**config.mk**
```make
export PLATFORM = sky130hd
export DESIGN_NAME = data_ram_bridge_flat
export DESIGN_NICKNAME = d
export VERILOG_FILES = /design/src/rtl/data_ram_bridge_if.sv /design/src/rtl/data_ram_bridge.sv /design/src/flat_wrapper.sv
export SDC_FILE = /design/constraint.sdc
export NUM_CORES = 1
export LEC_CHECK = 0
export ABC_AREA = 1
export CAP_MARGIN = 20
export CORE_AREA = 2 2 105 127
export DETAILED_ROUTE_END_ITERATION = 10
export DIE_AREA = 0 0 107 129
export HOLD_SLACK_MARGIN = 0.12
export PLACE_DENSITY_LB_ADDON = 0.1
export SLEW_MARGIN = 30
export SYNTH_ARGS = -nofsm -noshare
export SYNTH_HDL_FRONTEND = slang
export SYNTH_SLANG_ARGS = --single-unit
```
**constraint.sdc**
```tcl
create_clock -name clk -period 1.8 [get_ports clk]
set_input_delay 0.18 -clock clk [delete_from_list [all_inputs] [get_ports clk]]
set_output_delay 0.18 -clock clk [all_outputs]
set_load 0.1 [all_outputs]
```
**src/rtl/data_ram_bridge_if.sv**
```systemverilog
// data_ram_bridge_if: request/acknowledge memory bus between the bridge and a word-wide memory.
// master (bridge): drives mem_req_o, mem_we_o, mem_addr_o, mem_be_o, mem_wdata_o.
// slave (memory): drives mem_ack_i (one cycle per request) and mem_rdata_i.
interface data_ram_bridge_if;
  logic        mem_req_o;
  logic        mem_we_o;
  logic [31:0] mem_addr_o;
  logic [3:0]  mem_be_o;
  logic [31:0] mem_wdata_o;
  logic        mem_ack_i;
  logic [31:0] mem_rdata_i;
  modport master (
    output mem_req_o, mem_we_o, mem_addr_o, mem_be_o, mem_wdata_o,
    input  mem_ack_i, mem_rdata_i
  );
  modport slave (
    input  mem_req_o, mem_we_o, mem_addr_o, mem_be_o, mem_wdata_o,
    output mem_ack_i, mem_rdata_i
  );
endinterface

```
**src/rtl/data_ram_bridge.sv**
```systemverilog
// data_ram_bridge: turns a CPU load/store with pipeline stall into one memory request, with timeout.
// clk/rst: clock and asynchronous active-low reset.
// ram_*: CPU access request, store data and stall; ram_data_o returns the aligned load word.
// mem: memory bus master side; bus_err_o: sticky timeout flag cleared only by reset.
module data_ram_bridge #(
  parameter int TIMEOUT = 255
) (
  input  logic        clk,
  input  logic        rst,
  input  logic        ram_en,
  input  logic        ram_write_en,
  input  logic [31:0] ram_addr,
  input  logic [3:0]  ram_select,
  input  logic [31:0] ram_data_i,
  output logic [31:0] ram_data_o,
  output logic        ram_stall_o,
  data_ram_bridge_if.master mem,
  output logic        bus_err_o
);
  typedef enum logic [1:0] {IDLE, BUSY, DONE} state_t;
  state_t state, next_state;
  logic        lat_we;
  logic [31:0] lat_addr;
  logic [3:0]  lat_sel;
  logic [31:0] lat_data;
  logic [15:0] wait_cnt;
  logic        zero_store;
  logic        timed_out;
  logic        busy;
  // A store with no lanes enabled has nothing to write, so it skips the memory entirely.
  assign zero_store = ram_write_en && ram_select == 4'b0000;
  assign timed_out  = !mem.mem_ack_i && wait_cnt == 16'(TIMEOUT - 1);
  assign busy       = state == BUSY;
  always_ff @(posedge clk or negedge rst) begin
    if (!rst) state <= IDLE;
    else state <= next_state;
  end
  // DONE never samples ram_en, so a request still held by the CPU is not re-issued.
  always_comb begin
    next_state = state == IDLE ? (ram_en ? (zero_store ? DONE : BUSY) : IDLE) :
                 state == BUSY ? ((mem.mem_ack_i || timed_out) ? DONE : BUSY) : IDLE;
  end
  // Bus outputs are gated by BUSY so they fall to zero as soon as reset forces IDLE.
  always_comb begin
    ram_stall_o     = (state == IDLE && ram_en) || busy;
    mem.mem_req_o   = busy;
    mem.mem_we_o    = busy && lat_we;
    mem.mem_addr_o  = busy ? lat_addr & ~32'h3 : '0;
    mem.mem_be_o    = busy ? lat_sel : '0;
    mem.mem_wdata_o = busy ? lat_data : '0;
  end
  always_ff @(posedge clk or negedge rst) begin
    if (!rst) begin
      lat_we     <= 1'b0;
      lat_addr   <= '0;
      lat_sel    <= '0;
      lat_data   <= '0;
      wait_cnt   <= '0;
      ram_data_o <= '0;
      bus_err_o  <= 1'b0;
    end else begin
      if (state == IDLE && ram_en) begin
        lat_we   <= ram_write_en;
        lat_addr <= ram_addr;
        lat_sel  <= ram_select;
        lat_data <= ram_data_i;
        wait_cnt <= '0;
      end
      if (busy) begin
        if (mem.mem_ack_i) begin
          if (!lat_we) ram_data_o <= mem.mem_rdata_i;
        end else if (timed_out) begin
          bus_err_o <= 1'b1;
          if (!lat_we) ram_data_o <= '0;
        end else begin
          wait_cnt <= wait_cnt + 16'd1;
        end
      end
    end
  end
endmodule
```
**src/flat_wrapper.sv**
```systemverilog
// flat-port wrapper written by rule: the top's interface ports become plain ports
module data_ram_bridge_flat 
#(
  parameter int TIMEOUT = 255
)
  (clk, rst, ram_en, ram_write_en, ram_addr, ram_select, ram_data_i, ram_data_o, ram_stall_o, bus_err_o, mem_mem_req_o, mem_mem_we_o, mem_mem_addr_o, mem_mem_be_o, mem_mem_wdata_o, mem_mem_ack_i, mem_mem_rdata_i);
  data_ram_bridge_if mem_i ();
  input  logic clk;
  input  logic rst;
  input  logic ram_en;
  input  logic ram_write_en;
  input  logic [31:0] ram_addr;
  input  logic [3:0] ram_select;
  input  logic [31:0] ram_data_i;
  output logic [31:0] ram_data_o;
  output logic ram_stall_o;
  output logic bus_err_o;
  output wire logic [$bits(mem_i.mem_req_o)-1:0] mem_mem_req_o;
  output wire logic [$bits(mem_i.mem_we_o)-1:0] mem_mem_we_o;
  output wire logic [$bits(mem_i.mem_addr_o)-1:0] mem_mem_addr_o;
  output wire logic [$bits(mem_i.mem_be_o)-1:0] mem_mem_be_o;
  output wire logic [$bits(mem_i.mem_wdata_o)-1:0] mem_mem_wdata_o;
  input wire logic [$bits(mem_i.mem_ack_i)-1:0] mem_mem_ack_i;
  input wire logic [$bits(mem_i.mem_rdata_i)-1:0] mem_mem_rdata_i;
  assign mem_mem_req_o = mem_i.mem_req_o;
  assign mem_mem_we_o = mem_i.mem_we_o;
  assign mem_mem_addr_o = mem_i.mem_addr_o;
  assign mem_mem_be_o = mem_i.mem_be_o;
  assign mem_mem_wdata_o = mem_i.mem_wdata_o;
  assign mem_i.mem_ack_i = mem_mem_ack_i;
  assign mem_i.mem_rdata_i = mem_mem_rdata_i;
  data_ram_bridge #(.TIMEOUT(TIMEOUT)) u_core (.clk(clk), .rst(rst), .ram_en(ram_en), .ram_write_en(ram_write_en), .ram_addr(ram_addr), .ram_select(ram_select), .ram_data_i(ram_data_i), .ram_data_o(ram_data_o), .ram_stall_o(ram_stall_o), .mem(mem_i), .bus_err_o(bus_err_o));
endmodule
```
After elaboration in Yosys (flattened, before gate mapping)
Cells that the tools add are included.
{ "word_totals": {"reg_bits": 120, "wordCells": 41, "output_inout_bits": 104} }
{ "classes": {"bitwise": 2, "add_sub_neg": 1, "muxes": 16, "eq_ne": 2, "reduce_logical": 12} }
{ "op_table": {"columns": ["cell", "n"], "rows": [
  ["two-way mux 32 bit", 6],
  ["two-way mux 16 bit", 4],
  ["adder 16 x 1 -> 16 bit (second input constant)", 1],
  ["== test 16 x 8 -> 1 bit (second input constant)", 1],
  ["two-way mux 2 bit", 5],
  ["AND reduction 3 bit", 2],
  ["logical AND 1 bit", 4],
  ["zero test 4 bit", 1],
  ["two-way mux 4 bit", 1],
  ["== test 2 x 1 -> 1 bit (second input constant)", 1],
  ["zero test 2 bit", 1],
  ["logical OR 1 bit", 2],
  ["NOT 1 bit", 2],
  ["nonzero test 2 bit", 1],
  ["zero test 1 bit", 1]
]} }

Logic depth before layout (Yosys ltp)
{ "logic_depth": {"ltp_word": 6, "depth_mapped": 10} }

Worst setup path before layout
OpenSTA, ideal clock, no wires.
{ "synth_path": {"path_type": "reg-to-output", "from": "register u_core.state[1]", "to": "output port mem_mem_addr_o[12]", "path_slack_ps": -720, "arrival_ps": 2340, "stages_incl_launch_ff": 6, "required_time_ps": 1620, "path_cell_list": "dfrtp_1 or2_1 buf_6 buf_2 buf_1 nor2_1"} }
{ "synth_via": {"elab_chain_len": 2} }
{ "synth_rtl": {"columns": ["item", "line", "rtl"], "rows": [
  ["from (decl)", "data_ram_bridge.sv:21", "state_t state, next_state;"],
  ["from (signal assigned)", "data_ram_bridge.sv:36", "else state <= next_state;"],
  ["== test 2 x 1 -> 1 bit", "data_ram_bridge.sv:33", "assign busy = state == BUSY;"],
  ["two-way mux 32 bit", "data_ram_bridge.sv:48", "mem.mem_addr_o = busy ? lat_addr & ~32'h3 : '0;"],
  ["to (decl)", "flat_wrapper.sv:20", "output wire logic [$bits(mem_i.mem_addr_o)-1:0] mem_mem_addr_o;"]
]} }
Every way passes these cells.

Worst setup path after layout
{ "layout_path": {"from": "register u_core.state[1]", "to": "output port mem_mem_wdata_o[7]"} }
{ "layout_via": {"elab_chain_len": 2} }
{ "layout_rtl": {"columns": ["item", "line", "rtl"], "rows": [
  ["== test 2 x 1 -> 1 bit", "data_ram_bridge.sv:33", null],
  ["two-way mux 32 bit", "data_ram_bridge.sv:50", "mem.mem_wdata_o = busy ? lat_data : '0;"],
  ["to (decl)", "flat_wrapper.sv:22", "output wire logic [$bits(mem_i.mem_wdata_o)-1:0] mem_mem_wdata_o;"]
]} }
Every way passes these cells.

==> reports/results.txt <==
status: finished, violations left
failing checks: negative setup slack
Seq cells post-synth: 118
cts bufs inserted: 17
GRT overflow: 0
Total Wirelength: 16,700 um
initial DRC count: 332
clock slew at reported path FFs: 50 ps
layout cells sized above 1: 0.269
Leak: 4.40 nW
worst path required time: 1620 ps
std cell rows: 45
cell count after placement: 1,027
cell area power density: 2010 mW/mm2
Post-synth EDFFs: 0
initial antenna violation count: 0
Clock Tree Root: clkbuf_16
I/O Buffers: 204
Final setup viols: 59
Initial Util: 0.434
Worst R2R Setup Slack: 90 ps
worst ir drop on vdd: 1460 uV
1st-pass router iterations: 7
first-pass GRT wire length: 25,700 um
P_sw: 10.1 mW
RSZ-0062 raised after global routing: true
Area Growth Syn to Fin: 76.9%
FF-to-FF path depth: 9
Worst Setup Slack, final: -69.3 ps
Final Cell Area: 0.00963 mm2
yosys warns: 0
Seq pwr share: 0.211
worst min path class: in2async
CORE AREA: 0.0126 mm2
Nets: 1,006
CTS max path bufs: 2
Place WS: 22.1 ps
syn_area_per_cell: 7.94 um2
Max FO, Critical Path: 15
detailed placement HPWL: 11,000 um
CP Class: reg2out
Max-Cap Viols: 0
Most used DFF post-synth: dfrtp_1
crit share post-route: 1.04
non-filler instance count after layout: 1,075
Ant. Diodes: 0
CTS tree: yes
Crit Reg-Reg Endpoint: u_core.ram_data_o[31]
number of global-route vias before repair: 5,325
Internal: 9.24 mW
skew final: 11.7 ps
placed inst area: 0.00854 mm2
Detail Route Antenna Nets: 0
Worst path max stage delay: 400 ps
DR vias/cell: 5.00
R2R Path Start: u_core.wait_cnt[0]
Tmin final: 1870 ps
max-slew violation count: 0
Die ar.: 0.0138 mm2
DRC violations left: 0
library cells used by synthesis: 26
Final Hold Fails: 0
clock power share: 0.167
number of placed I/O pins: 209
die height: 129 um
WL per Instance: 15.6 um
endpoint arrival time on the critical path: 1690 ps
mapped cell area: 0.00545 mm2
Sw Share: 0.522
Combinational Power Share: 0.622
worst skew pair latency: 410 ps
startpoint types: register
crit path max-delay cell type: dfrtp_1
sequential share of the synthesized area: 0.542
Achievable Freq: 0.535 GHz
H-tree depth: 4
largest net degree at the start of global routing: 61
Post-Syn Instances: 686
Setup crit end kind: primary output
worst-path cell chain: or2_4, buf_16, nor2_4, buf_12
Async S/R FF share, synth: 1.00
gr usage total: 0.239
RePlAce Congestion: 0.826
routed vias: 5,372
Sum Neg Setup Slack: -2610 ps
Die Wd: 107 um
Num Clock Sinks: 118
[through the flow]
stage / total power, mW / hold slack (ps) / utilization
detailed placement: 15.2 / 105 / 0.680
floorplan: 11.8 / -116 / -
global placement: 15.0 / 105 / 0.680
finish: 19.3 / 218 / 0.767
global route: 20.1 / 243 / 0.767
CTS: 19.0 / 214 / 0.748
[repair_timing]
| item | in CTS | in global routing |
|---|---|---|
| gates resized for setup | 39 | 21 |
| hold buffers | 1 | 0 |
| pin swaps | 3 | 4 |
| setup buffers | 1 | 6 |
| setup endpoints to repair | 68 | 101 |
| hold endpoints to repair | 85 | 0 |
| cloned | 3 | 6 |
[state kept, by name, summed over array words and instances (netlist names)]
name / flops
u_core.wait_cnt: 16
u_core.bus_err_o: 1
u_core.lat_data: 32
u_core.lat_we: 1
u_core.lat_addr: 30
u_core.lat_sel: 4
u_core.state: 2
u_core.ram_data_o: 32
[area by class of cell]
class	count	area, um2
inverters	99	382
multi-input cells	431	2460
well taps	164	205
clock inverters	10	105
clock buffers	21	460
fillers	819	2920
flip-flops and latches	118	2950
repair buffers	232	3070
[cell usage in the layout (no fill, tap or decap), types with 3 or more instances in the layout]
cell type / instances
buf_12: 73
clkdlybuf4s50_1: 101
buf_4: 48
buf_16: 4
clkbuf_16: 20
nand2_1: 181
nor2_2: 3
nand3_1: 14
nor2_1: 31
nor2_4: 67
clkinv_2: 8
inv_1: 94
o21ai_1: 5
nand4_1: 41
dfrtp_1: 118
o21ai_0: 70
nand3_4: 3
[critical path: cells and delay by family (launching register included)]
kind	cells	cell delay, ps
buf+inv	2	390
flops	1	400
simple gates	2	480
[power by group through the flow]
stage	Sequential (mW)	Clock (mW)	Combinational (mW)
2_1_floorplan	6.42	0	5.35
3_3_place_gp	4.06	0	11.0
3_5_place_dp	4.10	0	11.1
4_1_cts	4.06	3.27	11.7
5_1_grt	4.18	3.43	12.5
6_report	4.07	3.24	12.0
[synthesized netlist by cell type, types with 2 or more instances]
cell type | count | share of area
nand4_1 | 41 | 0.047
inv_2 | 2 | 0.0014
clkbuf_1 | 17 | 0.012
ha_1 | 2 | 0.0046
o21ai_1 | 5 | 0.0046
nand2_2 | 2 | 0.0023
dfrtp_1 | 118 | 0.54
nand2_1 | 182 | 0.13
buf_1 | 2 | 0.0014
a21oi_1 | 2 | 0.0018
nor3_1 | 2 | 0.0018
nor2_1 | 98 | 0.068
buf_6 | 5 | 0.010
o21ai_0 | 70 | 0.064
inv_1 | 96 | 0.066
buf_4 | 3 | 0.0041
nand3_1 | 14 | 0.013
buf_2 | 15 | 0.014
nor2_2 | 3 | 0.0034
[worst max-delay path by stage]
stage | depth (start not counted) | endpoint | slack [ps] | startpoint
final | 4 | mem_mem_wdata_o[7] | -70 | u_core.state[1]
after global routing | 5 | mem_mem_wdata_o[14] | -110 | u_core.state[0]
after CTS | 5 | mem_mem_be_o[0] | -90 | u_core.state[0]
after detailed placement | 9 | u_core.ram_data_o[23] | 20 | u_core.wait_cnt[0]
after global placement | 9 | u_core.ram_data_o[25] | 90 | u_core.wait_cnt[0]
after floorplan | 5 | mem_mem_addr_o[22] | -300 | u_core.state[1]
[logic make-up (layout without fill, tap and decap cells)]
family,count (synthesis),count (layout),share of synthesized area
AOI/OAI and AO/OA,78,78,0.0724
buffers and inverters,141,362,0.110
adders and majority gates,2,2,0.00459
and+or+nand+nor,346,349,0.271
other,1,2,0.000689
DFF,118,118,0.542
[metal layers]
layer,global-route usage,part of all wire
met1,0.281,0.39
met3,0.0699,0.069
met5,0,0
met4,0.0779,0.014
met2,0.420,0.53
Note: power is estimated with default switching activity, not from simulation.
